[config.mk]
export PLATFORM = sky130hd
export DESIGN_NAME = entropy_arbiter
export DESIGN_NICKNAME = d
export VERILOG_FILES = /design/src/rtl/entropy_arbiter_pkg.sv /design/src/rtl/entropy_arbiter_regs.sv /design/src/rtl/entropy_arbiter.sv
export SDC_FILE = /design/constraint.sdc
export NUM_CORES = 1
export LEC_CHECK = 0
export ABC_AREA = 0
export BUFFER_PORTS_ARGS = -buffer_cell sky130_fd_sc_hd__buf_2
export CORE_ASPECT_RATIO = 0.6
export CORE_MARGIN = 5
export CORE_UTILIZATION = 35
export DETAILED_ROUTE_END_ITERATION = 6
export PLACE_DENSITY = 0.78
export SKIP_LAST_GASP = 1
export SLEW_MARGIN = 20
export SYNTH_ARGS = -nofsm -noshare
export SYNTH_HDL_FRONTEND = slang
export SYNTH_SLANG_ARGS = --single-unit
[constraint.sdc]
create_clock -name clk -period 5.5 [get_ports clk]
set_clock_uncertainty 0.05 [all_clocks]
set_input_delay 0.275 -clock clk [delete_from_list [all_inputs] [get_ports clk]]
set_output_delay 0.275 -clock clk [all_outputs]
set_load 0.02 [all_outputs]
[src/rtl/entropy_arbiter_pkg.sv]
// Shared definitions for the entropy arbiter: register addresses, ID constants and FSM state type.
// The optional statistics counters are enabled by defining ENTROPY_ARBITER_STATS_EN.
package entropy_arbiter_pkg;

    localparam logic [7:0] ADDR_NAME0     = 8'h00;
    localparam logic [7:0] ADDR_NAME1     = 8'h01;
    localparam logic [7:0] ADDR_VERSION   = 8'h02;
    localparam logic [7:0] ADDR_CTRL      = 8'h10;
    localparam logic [7:0] ADDR_STATUS    = 8'h11;
    localparam logic [7:0] ADDR_CLEAR     = 8'h12;
    localparam logic [7:0] ADDR_STAT_SRC0 = 8'h20;
    localparam logic [7:0] ADDR_STAT_SRC1 = 8'h21;
    localparam logic [7:0] ADDR_STAT_TMO  = 8'h22;

    localparam logic [31:0] NAME0_VALUE   = 32'h656e7472;
    localparam logic [31:0] NAME1_VALUE   = 32'h61726220;
    localparam logic [31:0] VERSION_VALUE = 32'h302e3130;

    localparam logic [1:0] CTRL_RESET = 2'b11;

    typedef enum logic {
        ST_IDLE = 1'b0,
        ST_OUT  = 1'b1
    } state_t;

endpackage

[src/rtl/entropy_arbiter_regs.sv]
// API register file: CTRL, sticky timeout flag, STATUS/ID readback and, with
// ENTROPY_ARBITER_STATS_EN defined, the word/timeout statistics counters.
module entropy_arbiter_regs
    import entropy_arbiter_pkg::*;
(
    input  logic        clk,
    input  logic        reset,
    input  logic        cs,
    input  logic        we,
    input  logic [7:0]  address,
    input  logic [31:0] write_data,
    input  logic        out_valid,
    input  logic        rr_ptr,
    input  logic        src0_enabled,
    input  logic        src1_enabled,
    input  logic        timeout_set,
`ifdef ENTROPY_ARBITER_STATS_EN
    input  logic        word_src0,
    input  logic        word_src1,
`endif
    output logic [1:0]  ctrl_en,
    output logic        timeout_error,
    output logic [31:0] read_data,
    output logic        error
);

    logic        rd_hit;
    logic        wr_ok;
    logic [31:0] rd_value;
    logic        wr_ctrl;
    logic        wr_clear;
    logic        unused_write_data;

`ifdef ENTROPY_ARBITER_STATS_EN
    logic [31:0] stat_src0;
    logic [31:0] stat_src1;
    logic [31:0] stat_tmo;
`endif

    assign unused_write_data = ^write_data[31:2];

    always_comb begin
        rd_hit   = 1'b0;
        wr_ok    = 1'b0;
        rd_value = '0;
        case (address)
            ADDR_NAME0:   begin rd_hit = 1'b1; rd_value = NAME0_VALUE; end
            ADDR_NAME1:   begin rd_hit = 1'b1; rd_value = NAME1_VALUE; end
            ADDR_VERSION: begin rd_hit = 1'b1; rd_value = VERSION_VALUE; end
            ADDR_CTRL: begin
                rd_hit   = 1'b1;
                wr_ok    = 1'b1;
                rd_value = {30'd0, ctrl_en};
            end
            ADDR_STATUS: begin
                rd_hit   = 1'b1;
                rd_value = {27'd0, timeout_error, src1_enabled, src0_enabled, rr_ptr, out_valid};
            end
            ADDR_CLEAR:   wr_ok = 1'b1;
`ifdef ENTROPY_ARBITER_STATS_EN
            ADDR_STAT_SRC0: begin rd_hit = 1'b1; rd_value = stat_src0; end
            ADDR_STAT_SRC1: begin rd_hit = 1'b1; rd_value = stat_src1; end
            ADDR_STAT_TMO:  begin rd_hit = 1'b1; rd_value = stat_tmo; end
`endif
            default: ;
        endcase
    end

    assign read_data = (cs && !we && rd_hit) ? rd_value : 32'd0;
    assign error     = cs && (we ? !wr_ok : !rd_hit);
    assign wr_ctrl   = cs && we && (address == ADDR_CTRL);
    assign wr_clear  = cs && we && (address == ADDR_CLEAR) && write_data[0];

    // A timeout in the same cycle as a CLEAR write must not be lost.
    always_ff @(posedge clk) begin
        if (reset) begin
            ctrl_en       <= CTRL_RESET;
            timeout_error <= 1'b0;
        end else begin
            if (wr_ctrl) ctrl_en <= write_data[1:0];
            if (timeout_set) timeout_error <= 1'b1;
            else if (wr_clear) timeout_error <= 1'b0;
        end
    end

`ifdef ENTROPY_ARBITER_STATS_EN
    always_ff @(posedge clk) begin
        if (reset) begin
            stat_src0 <= '0;
            stat_src1 <= '0;
            stat_tmo  <= '0;
        end else begin
            if (word_src0)   stat_src0 <= stat_src0 + 32'd1;
            if (word_src1)   stat_src1 <= stat_src1 + 32'd1;
            if (timeout_set) stat_tmo  <= stat_tmo + 32'd1;
        end
    end
`endif

endmodule

[src/rtl/entropy_arbiter.sv]
// Two-source round-robin entropy arbiter with a one-word output register and hold timeout.
// Define ENTROPY_ARBITER_STATS_EN to add the statistics counters in the register file.
module entropy_arbiter #(
    parameter logic [15:0] TIMEOUT = 16'd4096
) (
    input  logic        clk,
    input  logic        reset,
    input  logic        cs,
    input  logic        we,
    input  logic [7:0]  address,
    input  logic [31:0] write_data,
    output logic [31:0] read_data,
    output logic        error,
    input  logic        src0_enabled,
    input  logic [31:0] src0_data,
    input  logic        src0_valid,
    output logic        src0_ack,
    input  logic        src1_enabled,
    input  logic [31:0] src1_data,
    input  logic        src1_valid,
    output logic        src1_ack,
    output logic [31:0] out_data,
    output logic        out_valid,
    input  logic        out_ack,
    output logic        out_src,
    output logic        timeout_error
);
    import entropy_arbiter_pkg::*;

    // Handshake: out_valid rises with the captured word and out_data/out_src stay
    // frozen until out_ack is sampled high while out_valid is high.
    state_t      state;
    logic        rr_ptr;
    logic [15:0] tmo_cnt;
    logic [1:0]  ctrl_en;
    logic [1:0]  eligible;
    logic        grant_valid;
    logic        grant_src;
    logic        timeout_set;

    assign eligible    = ctrl_en & {src1_enabled & src1_valid, src0_enabled & src0_valid};
    assign grant_valid = |eligible;
    assign timeout_set = (state == ST_OUT) && !out_ack && (tmo_cnt == TIMEOUT - 16'd1);

    always_comb begin
        grant_src = eligible[1];
        if (eligible == 2'b11) grant_src = rr_ptr;
    end

    always_ff @(posedge clk) begin
        if (reset) begin
            state     <= ST_IDLE;
            rr_ptr    <= 1'b0;
            out_valid <= 1'b0;
            out_data  <= '0;
            out_src   <= 1'b0;
            src0_ack  <= 1'b0;
            src1_ack  <= 1'b0;
            tmo_cnt   <= '0;
        end else begin
            src0_ack <= 1'b0;
            src1_ack <= 1'b0;
            case (state)
                ST_IDLE: begin
                    if (grant_valid) begin
                        state     <= ST_OUT;
                        out_valid <= 1'b1;
                        out_data  <= grant_src ? src1_data : src0_data;
                        out_src   <= grant_src;
                        src0_ack  <= !grant_src;
                        src1_ack  <= grant_src;
                        rr_ptr    <= !grant_src;
                        tmo_cnt   <= '0;
                    end
                end
                ST_OUT: begin
                    if (out_ack || timeout_set) begin
                        state     <= ST_IDLE;
                        out_valid <= 1'b0;
                    end else begin
                        tmo_cnt <= tmo_cnt + 16'd1;
                    end
                end
            endcase
        end
    end

    entropy_arbiter_regs u_regs (
        .clk           (clk),
        .reset         (reset),
        .cs            (cs),
        .we            (we),
        .address       (address),
        .write_data    (write_data),
        .out_valid     (out_valid),
        .rr_ptr        (rr_ptr),
        .src0_enabled  (src0_enabled),
        .src1_enabled  (src1_enabled),
        .timeout_set   (timeout_set),
`ifdef ENTROPY_ARBITER_STATS_EN
        .word_src0     (src0_ack),
        .word_src1     (src1_ack),
`endif
        .ctrl_en       (ctrl_en),
        .timeout_error (timeout_error),
        .read_data     (read_data),
        .error         (error)
    );

endmodule

==> impl_metrics.tcl <==
set metrics [dict create \
    grt_pass1_wl_mm 13.2 \
    drc 0 \
    leakage_nw 1.91 \
    ioPinCount 183 \
    gp_congestion 0.839 \
    clock_sinks 57 \
    final_core_util 0.483 \
    fp.dieH_um 80.0 \
    required_ns 5.69 \
    power.density_nw_per_um2 312 \
    hold_viol 0 \
    worst_r2r_endpoint "out_data[13]" \
    grt_max_degree 41 \
    rrSetupSlack_ns 3.05 \
    root_buffer "clkbuf_16" \
    io_buffers 144 \
    status "finished, final reports clean" \
    fin_nets 563 \
    drtIter0Drc 188 \
    period_needed_ns 2.45 \
    wl_met1_mm 3.86 \
    min_from "src0_data[8]" \
    mostFrequentLayoutCells "144 x buf_2, 57 x dfxtp_1, 27 x nor2_1, 23 x inv_1, 19 x a222oi_1" \
    clockBufferDepth 2 \
    viasPerCell 5.18 \
    die_area_sq_um 10100 \
    syn_inst 328 \
    hold_path_depth 3 \
    synthFlopType "dfxtp_1" \
    dr.max_layer_used "met4" \
    crit_buf_inv 1 \
    timing.fmax_mhz 408 \
    fin_tns_setup_ns 0 \
    ir_drop_mv 0.149 \
    slowest_delay_ns 0.78 \
    diodes 0 \
    wl_met2_mm 3.81 \
    rsz0062_at_grt "false" \
    final-setup-viol-count 0 \
    synth_seq_area_share 0.399 \
    power_mw 1.19 \
    slew_violations 0 \
    cts_setup_buffers 0 \
    synth-edff-count 0 \
    dpl.hpwl_mm 6.39 \
    antenna_found_initial 0 \
    crit_slowest_cell "a211oi_4" \
    drt-pass1-iter-count 7 \
    tightestPinTransition_ns 0.871 \
    antenna_left 0 \
    worstHoldEndpoint "out_data[8]" \
    routedWlPerCell_um 15.3 \
    synth_cell_types 59 \
    synthesis.area_sq_um 2860 \
    hold_path_class "input pin to register" \
    insertion_delay_ns 0.32 \
    crit_path_start "state" \
    r2r_cells 5 \
    regToRegStartpoint "state" \
    final_common_cell "buf_2" \
    wirelength_mm 8.59 \
    cp_cell_sequence "inv_1 > nand2b_1 > a211oi_4 > nand2_1 > o21ai_0" \
    cts_resized 0 \
    crit_family "compound AO/OA/AOI/OAI gates" \
    cts_tree "built" \
    fin_area_sq_um 3820 \
    yosysWarningCount 0 \
    worstSetupEndpointType "register" \
    rows 25 \
    htree_levels 3 \
    cts_inserted_buffers 9 \
    crit_fanout 22 \
    placed_area_sq_um 3490 \
    cts_hold_buf 0 \
    drive_gt1_frac 0.381 \
    area.growth.synth_to_final_pct 33.6 \
    critPathLaunchType "register" \
    grt_pass1_vias 2709 \
    grtUsageTotal 0.163 \
    relSlewSlack 0.418 \
    syn_area_per_cell_sq_um 8.72 \
    met3WireLength_um 788 \
    drv_cap 0 \
    grt-ovfl-total 0 \
    vias 2912 \
    coreArea_sq_um 7910 \
    synthArstFlopShare 0 \
    post-route-period-util 0.446 \
    start_util 0.362 \
    path_clk_slew_ns 0.05 \
    crit_type "register to register" \
    chipWidth_um 127 \
    ys_ff_latch 57 \
    arrival_ns 2.64 \
]
layer usage:
metal / track usage / vias to the layer above
met4: 0.0632 / 0
li1: - / 1434
met1: 0.215 / 1344
met3: 0.0655 / 8
met5: 0 / -
met2: 0.238 / 126
where the power goes:
part	switching [mW]	total (mW)	leakage, nW	internal, mW
Combinational	0.104	0.171	1.29	0.0666
Sequential	0.0141	0.449	0.465	0.435
Clock	0.188	0.575	0.151	0.386
Total	0.307	1.19	1.91	0.888
registers in the layout, summed over array words and instances (netlist names):
name,cells
state,1
out_src,1
tmo_cnt,16
u_regs.ctrl_en,2
rr_ptr,1
out_valid,1
out_data,32
src0_ack,1
u_regs.timeout_error,1
src1_ack,1
logic make-up after synthesis:
group,Yosys count,share of synthesized area
compound gates,102,0.270
mux,2,0.00743
xor+xnor,1,0.00306
flops,57,0.399
fa+ha+maj,1,0.00437
simple gates,99,0.188
other cells,1,0.00131
buf+inv,65,0.127
cell type report:
cell class / instances / area (sq um)
Multi-Input combinational cell: 213 / 1420
Clock inverter: 4 / 50.0
Timing Repair Buffer: 145 / 728
Inverter: 23 / 86.3
Clock buffer: 12 / 267
Tap cell: 108 / 135
Fill cell: 762 / 4090
Sequential cell: 57 / 1140
cells in the mapped netlist, types with 2 or more instances:
library cell	number	share of area
buf_6	2	0.0079
a311oi_1	4	0.012
o21ai_0	13	0.023
and4_1	2	0.0061
a21o_1	3	0.0079
or3_1	2	0.0044
a222oi_1	19	0.066
clkbuf_8	2	0.0096
nand3_1	5	0.0087
a22o_1	12	0.037
and2_1	3	0.0066
buf_4	22	0.058
nor2b_1	5	0.011
nor2_1	29	0.038
o21a_1	2	0.0052
nand2_1	16	0.021
nand2b_1	5	0.011
clkbuf_1	14	0.018
a21oi_1	14	0.024
and4b_1	2	0.0070
and3_1	5	0.011
dfxtp_1	57	0.40
o31ai_1	2	0.0052
inv_1	23	0.030
a31oi_1	8	0.017
a22oi_1	12	0.031
nand4_1	3	0.0066
nor3b_1	2	0.0052
nor3_1	10	0.017
worst max path at each step:
stage | endpoint | slack, ns | depth (start not counted)
final | out_data[13] | 3.05 | 5
after global routing | out_data[9] | 2.79 | 5
after CTS | out_data[21] | 3.06 | 5
after detailed placement | out_data[13] | 3.07 | 5
after global placement | out_data[26] | 2.88 | 5
after floorplan | read_data[28] | 3.22 | 6
worst reg2reg max path: stages (launching register included):
cell,delay (ns)
dfxtp_1,0.44
inv_1,0.62
nand2b_1,0.23
a211oi_4,0.78
nand2_1,0.14
o21ai_0,0.11
stage by stage:
step	setup WS (ns)	std cells	hold WS (ns)
finish	3.05	562	0.111
detailed placement	3.07	546	0.384
global route	2.79	562	0.102
floorplan	3.22	335	0.334
CTS	3.06	562	0.100
global placement	2.88	546	0.380
No activity file was read; power rests on OpenSTA's default activity.
